### config.mk
export PLATFORM = sky130hd
export DESIGN_NAME = nn_classification_loader
export DESIGN_NICKNAME = d
export VERILOG_FILES = /design/src/rtl/nn_cls_pkg.sv /design/src/rtl/nn_cls_row_packer.sv /design/src/rtl/nn_classification_loader.sv
export SDC_FILE = /design/constraint.sdc
export NUM_CORES = 1
export LEC_CHECK = 0
export CAP_MARGIN = 20
export CORE_ASPECT_RATIO = 0.9
export CORE_UTILIZATION = 43
export DETAILED_ROUTE_END_ITERATION = 16
export HOLD_SLACK_MARGIN = 0.02
export PLACE_DENSITY = 0.89
export SKIP_LAST_GASP = 1
export SLEW_MARGIN = 20
export SYNTH_ARGS = -nofsm -noshare
export SYNTH_HDL_FRONTEND = slang
export SYNTH_SLANG_ARGS = --single-unit
### constraint.sdc
create_clock -name clk -period 2.7 [get_ports clk]
set_input_delay 0.54 -clock clk [delete_from_list [all_inputs] [get_ports clk]]
set_output_delay 0.54 -clock clk [all_outputs]
set_load 0.02 [all_outputs]
### src/rtl/nn_cls_pkg.sv
`default_nettype none
// ============================================================================
// nn_cls_pkg : shared geometry constants and FSM encoding for the
//              classification frame loader.
// Rev 1.0
// ============================================================================
package nn_cls_pkg;

  localparam int DATA_W        = 16;   // Q6.10 word
  localparam int BRAM_W        = 64;
  localparam int ADDR_W        = 4;
  localparam int N_ROWS        = 9;
  localparam int N_WB          = 10;   // weight rows plus the bias row
  localparam int N_OUT         = 4;
  localparam int WORDS_PER_ROW = 4;
  localparam int WE_W          = BRAM_W / 8;

  typedef enum logic [2:0] {
    LOAD      = 3'd0,
    START     = 3'd1,
    WAIT_DONE = 3'd2,
    RD_REQ    = 3'd3,
    RD_CAP    = 3'd4,
    RD_OUT    = 3'd5
  } state_t;

endpackage
`default_nettype wire

### src/rtl/nn_cls_row_packer.sv
`default_nettype none
// ============================================================================
// nn_cls_row_packer : formats three x words and one weight word into the
//                     64-bit rows stored in the x and weight/bias BRAMs.
// Rev 1.0
// ============================================================================
module nn_cls_row_packer
  import nn_cls_pkg::*;
#(
  parameter int WORD_W = DATA_W,
  parameter int ROW_W  = BRAM_W
) (
  input  logic [WORD_W-1:0] x1,
  input  logic [WORD_W-1:0] x2,
  input  logic [WORD_W-1:0] x3,
  input  logic [WORD_W-1:0] w,
  output logic [ROW_W-1:0]  xij_row,
  output logic [ROW_W-1:0]  wb_row
);

  localparam int c_X_PAD = ROW_W - 3 * WORD_W;
  localparam int c_W_PAD = ROW_W - WORD_W;

  // Words are left-justified; the unused low lanes read back as zero.
  assign xij_row = {x1, x2, x3, {c_X_PAD{1'b0}}};
  assign wb_row  = {w, {c_W_PAD{1'b0}}};

endmodule
`default_nettype wire

### src/rtl/nn_classification_loader.sv
`default_nettype none
// ============================================================================
// nn_classification_loader : streams one frame of x/weight/bias words into the
//   classifier BRAMs, kicks the classifier and streams its results back out.
// Rev 1.0
// ============================================================================
module nn_classification_loader #(
  parameter int DATA_W = nn_cls_pkg::DATA_W,
  parameter int N_ROWS = nn_cls_pkg::N_ROWS,
  parameter int N_OUT  = nn_cls_pkg::N_OUT
) (
  input  logic                              clk,
  input  logic                              rst_n,
  input  logic                              en,
  input  logic                              clr,
  input  logic                              s_valid,
  output logic                              s_ready,
  input  logic [DATA_W-1:0]                 s_data,
  output logic                              xij_ena,
  output logic [nn_cls_pkg::WE_W-1:0]       xij_wea,
  output logic [nn_cls_pkg::ADDR_W-1:0]     xij_addra,
  output logic [nn_cls_pkg::BRAM_W-1:0]     xij_dina,
  output logic                              wb_ena,
  output logic [nn_cls_pkg::WE_W-1:0]       wb_wea,
  output logic [nn_cls_pkg::ADDR_W-1:0]     wb_addra,
  output logic [nn_cls_pkg::BRAM_W-1:0]     wb_dina,
  input  logic                              nn_ready,
  output logic                              nn_start,
  input  logic                              nn_done,
  output logic                              xout_enb,
  output logic [nn_cls_pkg::ADDR_W-1:0]     xout_addrb,
  input  logic [DATA_W-1:0]                 xout_doutb,
  output logic                              m_valid,
  input  logic                              m_ready,
  output logic [DATA_W-1:0]                 m_data,
  output logic                              m_last,
  output logic                              alert,
  output logic                              busy
);

  import nn_cls_pkg::*;

  localparam int                c_K_W      = (N_OUT > 1) ? $clog2(N_OUT) : 1;
  localparam logic [ADDR_W-1:0] c_BIAS_ROW = ADDR_W'(N_ROWS);
  localparam logic [c_K_W-1:0]  c_K_LAST   = c_K_W'(N_OUT - 1);
  localparam logic [1:0]        c_W_LAST   = 2'd3;

  state_t              r_state;
  state_t              w_state_nxt;
  logic [ADDR_W-1:0]   r_row;
  logic [1:0]          r_word;
  logic [c_K_W-1:0]    r_k;
  logic [DATA_W-1:0]   r_x1;
  logic [DATA_W-1:0]   r_x2;
  logic [DATA_W-1:0]   r_x3;
  logic [DATA_W-1:0]   r_m_data;
  logic                r_m_last;
  logic                r_alert;

  logic                w_active;
  logic                w_accept;
  logic                w_row_wr;
  logic                w_bias_wr;
  logic                w_beat;
  logic                w_in_bias;
  logic                w_k_last;
  logic [BRAM_W-1:0]   w_xij_row;
  logic [BRAM_W-1:0]   w_wb_row;

  assign w_active  = rst_n & en & ~clr;
  assign w_in_bias = (r_row == c_BIAS_ROW);
  assign w_k_last  = (r_k == c_K_LAST);

  nn_cls_row_packer #(
    .WORD_W (DATA_W),
    .ROW_W  (BRAM_W)
  ) u_row_packer (
    .x1      (r_x1),
    .x2      (r_x2),
    .x3      (r_x3),
    .w       (s_data),
    .xij_row (w_xij_row),
    .wb_row  (w_wb_row)
  );

  always_ff @(posedge clk) begin
    if (!rst_n) begin
      r_state <= LOAD;
    end else begin
      r_state <= w_state_nxt;
    end
  end

  // Every strobe is qualified by w_active, so a frozen or resetting block is silent.
  always_comb begin
    w_state_nxt = r_state;
    w_accept    = 1'b0;
    w_row_wr    = 1'b0;
    w_bias_wr   = 1'b0;
    w_beat      = 1'b0;
    s_ready     = 1'b0;
    nn_start    = 1'b0;
    xout_enb    = 1'b0;
    m_valid     = 1'b0;
    if (w_active) begin
      case (r_state)
        LOAD: begin
          s_ready = 1'b1;
          if (s_valid) begin
            w_accept = 1'b1;
            if (w_in_bias) begin
              w_bias_wr   = 1'b1;
              w_state_nxt = START;
            end else if (r_word == c_W_LAST) begin
              w_row_wr = 1'b1;
            end
          end
        end
        START: begin
          nn_start = nn_ready;
          if (nn_ready) begin
            w_state_nxt = WAIT_DONE;
          end
        end
        WAIT_DONE: begin
          if (nn_done) begin
            w_state_nxt = RD_REQ;
          end
        end
        RD_REQ: begin
          xout_enb    = 1'b1;
          w_state_nxt = RD_CAP;
        end
        RD_CAP: begin
          w_state_nxt = RD_OUT;
        end
        RD_OUT: begin
          m_valid = 1'b1;
          if (m_ready) begin
            w_beat      = 1'b1;
            w_state_nxt = w_k_last ? LOAD : RD_REQ;
          end
        end
        default: begin
          w_state_nxt = LOAD;
        end
      endcase
    end
    if (clr) begin
      w_state_nxt = LOAD;
    end
  end

  always_ff @(posedge clk) begin
    if (!rst_n) begin
      r_row    <= '0;
      r_word   <= '0;
      r_k      <= '0;
      r_x1     <= '0;
      r_x2     <= '0;
      r_x3     <= '0;
      r_m_data <= '0;
      r_m_last <= 1'b0;
      r_alert  <= 1'b0;
    end else if (clr) begin
      r_row   <= '0;
      r_word  <= '0;
      r_k     <= '0;
      r_alert <= 1'b0;
    end else if (en) begin
      if (w_accept) begin
        if (w_in_bias) begin
          r_row  <= '0;
          r_word <= '0;
        end else begin
          case (r_word)
            2'd0:    r_x1 <= s_data;
            2'd1:    r_x2 <= s_data;
            2'd2:    r_x3 <= s_data;
            default: ;
          endcase
          if (r_word == c_W_LAST) begin
            r_word <= '0;
            r_row  <= r_row + ADDR_W'(1);
          end else begin
            r_word <= r_word + 2'd1;
          end
        end
      end
      // The last result word doubles as the anomaly flag for this frame.
      if (r_state == RD_CAP) begin
        r_m_data <= xout_doutb;
        r_m_last <= w_k_last;
        if (w_k_last) begin
          r_alert <= |xout_doutb;
        end
      end
      if (w_beat) begin
        r_k <= w_k_last ? '0 : r_k + c_K_W'(1);
      end
    end
  end

  assign xij_ena    = w_row_wr;
  assign xij_wea    = {WE_W{w_row_wr}};
  assign xij_addra  = r_row;
  assign xij_dina   = w_xij_row;
  assign wb_ena     = w_row_wr | w_bias_wr;
  assign wb_wea     = {WE_W{w_row_wr | w_bias_wr}};
  assign wb_addra   = r_row;
  assign wb_dina    = w_wb_row;
  assign xout_addrb = ADDR_W'(r_k);
  assign m_data     = r_m_data;
  assign m_last     = r_m_last;
  assign alert      = r_alert;
  assign busy       = !((r_state == LOAD) && (r_row == '0) && (r_word == '0));

endmodule
`default_nettype wire

==> summary.txt <==
Min-Delay Path Class: flip-flop to flip-flop
Routed vias/inst: 4.77
Setup violators final: 0
Mapped Cells: 468
Final ANT Viol Nets: 0
Setup skew after layout: 0.0113 ns
Xor and xnor fraction of the mapped netlist area: 0%
IO Pins: 221
Pleak: 2.31 nW
N_diodes: 0
Final Hold Violating Endpoints: 0
Worst setup margin: 0.0543 ns
Number of global-route vias before repair: 3,100
Pin count of the biggest net entering global routing: 76
DP HPWL: 7370 um
WL final: 9820 um
RePlAce Congestion: 0.834
Yosys warns: 0
CP arrival: 2.11 ns
Simple-gate share of the synthesized area: 20.6%
Most used cell along the critical path: clkdlybuf4s50_1
Critical path fanouts, max: 7
Total GRT Usage: 19.0%
Post-synth top area share: 37.1%
H-tree depth: 3
TritonCTS buffer count: 9
Reg2reg start: r_state[2]
Layout cells sized above 1: 9.86%
FF+latch count, synth: 77
Area contributors post-synth: dfxtp_1 37%, buf_4 19%, mux2i_1 8.7%
Slew @ Worst Pin: 0.682 ns
Initial antenna violation count: 0
Post-CTS setup buffers: 0
Number of flops mapped to enable cells by yosys: 0
Slowest cell on crit path: clkdlybuf4s50_1
Worst hold path cell count: 2
Crit end category: primary output
Unique masters post-synth: 44
Compound-Gate Fraction of Synth Area: 8.65%
Worst-case clock buffer depth: 2
R2R Setup Slk: 0.94 ns
Hold path startpoint: r_x2[4]
Die Ht: 95.2 um
Post-synthesis sequential area ratio: 37.1%
CTS sink count: 77
Clock Pin Slew Worst Setup and Hold Paths: 0.09 ns
Commonest register cell after synthesis: dfxtp_1
Peak supply drop: 344 uV
Std cell rows: 33
Slew margin rel.: 54.5%
Largest family of logic cells by synthesized area: buffers and inverters
NumNets Final: 628
Core Area: 9250 sq um
DR pass1 iterations: 4
Largest delay share family, worst path: buffers and inverters
Port bufs: 154
Worst-Skew Late Latency: 0.34 ns
Cell count of the worst reg-to-reg path: 4
Cts repair resizes: 18
Syn-to-layout area delta: 30.0%
Crit path from: clr
Per-cell routed wire length: 13.8 um
DP Area: 5240 sq um
Max Fclk: 378 MHz
Root Buffer Master: clkbuf_8
Area share of fa/ha/maj cells after synthesis: 1.51%
Critical Path Start Type: input pin
Setup CP Type: input pin to primary output
Unrepaired setup endpoints after global routing: no
Initial Util: 44.9%
CP Buf/Inv Count: 3
Die Footprint: 10,000 sq um
Worst path cell trace: clkdlybuf4s50_1 > and3b_1 > buf_4 > and2_1 > clkdlybuf4s50_1
Status: completed
Critical Path RT: 2.16 ns
CTS tree: built
Cell Area, Synth: 4150 sq um
Max-Cap Viols: 0
Total gr overflow: 0
Syn_area_per_cell: 8.87 sq um
Final instance area: 5400 sq um
Share of synthesized registers carrying an async set or reset: 0%
Vias: 3,386
Power Density: 411 nW/um^2
Slew Viols, Final: 0
Largest area contributor in the netlist: dfxtp_1
Worst path max stage delay: 0.59 ns
Dpl ws: -0.199 ns
CTS Hold Bufs: 0
Crit path depth: 5
First-pass GRT wire length: 15,100 um
Die Wd: 106 um
Multiplexer share of the synthesized area: 8.68%
Final period utilization: 98.0%
Initial DRC Count: 104
Final min period: 2.65 ns
DRC violations left: 0
-- metal layers --
metal	vias to the layer above	track usage (%)	share of wire (%)
li1	1635	-	-
met2	167	34.9	51
met3	6	6.56	9.2
met5	-	0	0
met4	0	4.51	0.60
met1	1578	21.4	40
-- registers in the layout (all words and copies together), names as in the netlist --
| register | flops |
|---|---|
| m_data | 16 |
| r_state | 3 |
| r_k | 2 |
| r_x2 | 16 |
| r_x3 | 16 |
| r_word | 2 |
| r_x1 | 16 |
| m_last | 1 |
| wb_addra | 4 |
| alert | 1 |
-- through the flow --
| stage | cells | power [mW] | util, % | hold WS (ns) | setup TNS (ns) |
|---|---|---|---|---|---|
| 3_3_place_gp | 694 | 1.45 | 56.6 | 0.442 | -2.87 |
| 3_5_place_dp | 694 | 1.46 | 56.6 | 0.455 | -3.32 |
| 5_1_grt | 710 | 2.31 | 58.3 | 0.481 | 0 |
| 4_1_cts | 710 | 2.24 | 58.3 | 0.467 | 0 |
| 2_1_floorplan | 533 | 1.42 | - | 0.465 | 0 |
| 6_report | 710 | 2.22 | 58.3 | 0.466 | 0 |
-- path summary, 6_finish.rpt --
path / end
setup / recovery: s_ready
hold / removal: r_x2[4]
setup reg to reg: r_x2[1]
hold reg to reg: r_x2[4]
-- worst reg2reg max path: stages, from the launching register on --
cell     delay (ns)
dfxtp_1        0.44
nor3_4         0.26
and4_4         0.39
and2_4         0.38
mux2i_1        0.24
-- report_power, final --
part | total, mW | internal [mW] | switching, mW
registers | 1.15 | 1.14 | 0.00375
clock network | 0.788 | 0.341 | 0.447
logic | 0.286 | 0.105 | 0.181
total | 2.22 | 1.59 | 0.632
-- cell families (layout without fill, tap and decap cells) --
logic type,after synthesis,count (layout)
AND/OR/NAND/NOR,164,164
buffers and inverters,133,188
flip-flops,77,77
AO/OA/AOI/OAI,52,52
multiplexers,36,36
adder cells (fa/ha/maj),5,5
other,1,66
-- Yosys cell counts, types with 2 or more instances --
cell	number
o21ai_2	20
nand2b_1	3
buf_6	5
buf_2	6
and2_4	2
mux2i_1	36
nand3b_1	3
nor2_1	10
nand4_1	3
o21ai_0	16
buf_4	104
inv_1	4
and3_1	4
nand2_1	62
or4_1	2
a31oi_1	2
dfxtp_1	77
nor4_1	5
and2_1	2
or3_1	2
clkbuf_1	11
a21oi_1	8
ha_1	5
nor2b_1	20
buf_12	2
nand3_1	34
nor3_1	3
-- cell usage in the layout (no fill, tap or decap), types with 4 or more instances in the layout --
| master | count |
|---|---|
| a21oi_1 | 8 |
| and3_1 | 4 |
| buf_4 | 14 |
| clkbuf_8 | 9 |
| clkdlybuf4s50_1 | 132 |
| clkinvlp_4 | 4 |
| conb_1 | 66 |
| dfxtp_1 | 77 |
| dlygate4sd2_1 | 18 |
| ha_1 | 5 |
| inv_1 | 4 |
| mux2i_1 | 36 |
| nand2_1 | 62 |
| nand3_1 | 34 |
| nor2_1 | 10 |
| nor2b_1 | 20 |
| nor4_1 | 5 |
| o21ai_0 | 16 |
| o21ai_2 | 20 |
-- cell type report --
cell class / count / area, sq um
Inverter: 4 / 15.0
Clock buffer: 10 / 128
Fill cell: 797 / 3850
Timing Repair Buffer: 168 / 1630
Sequential cell: 77 / 1540
Multi-Input combinational cell: 323 / 1890
Clock inverter: 6 / 47.5
Tap cell: 122 / 153
Note: power is estimated with default switching activity, not from simulation.
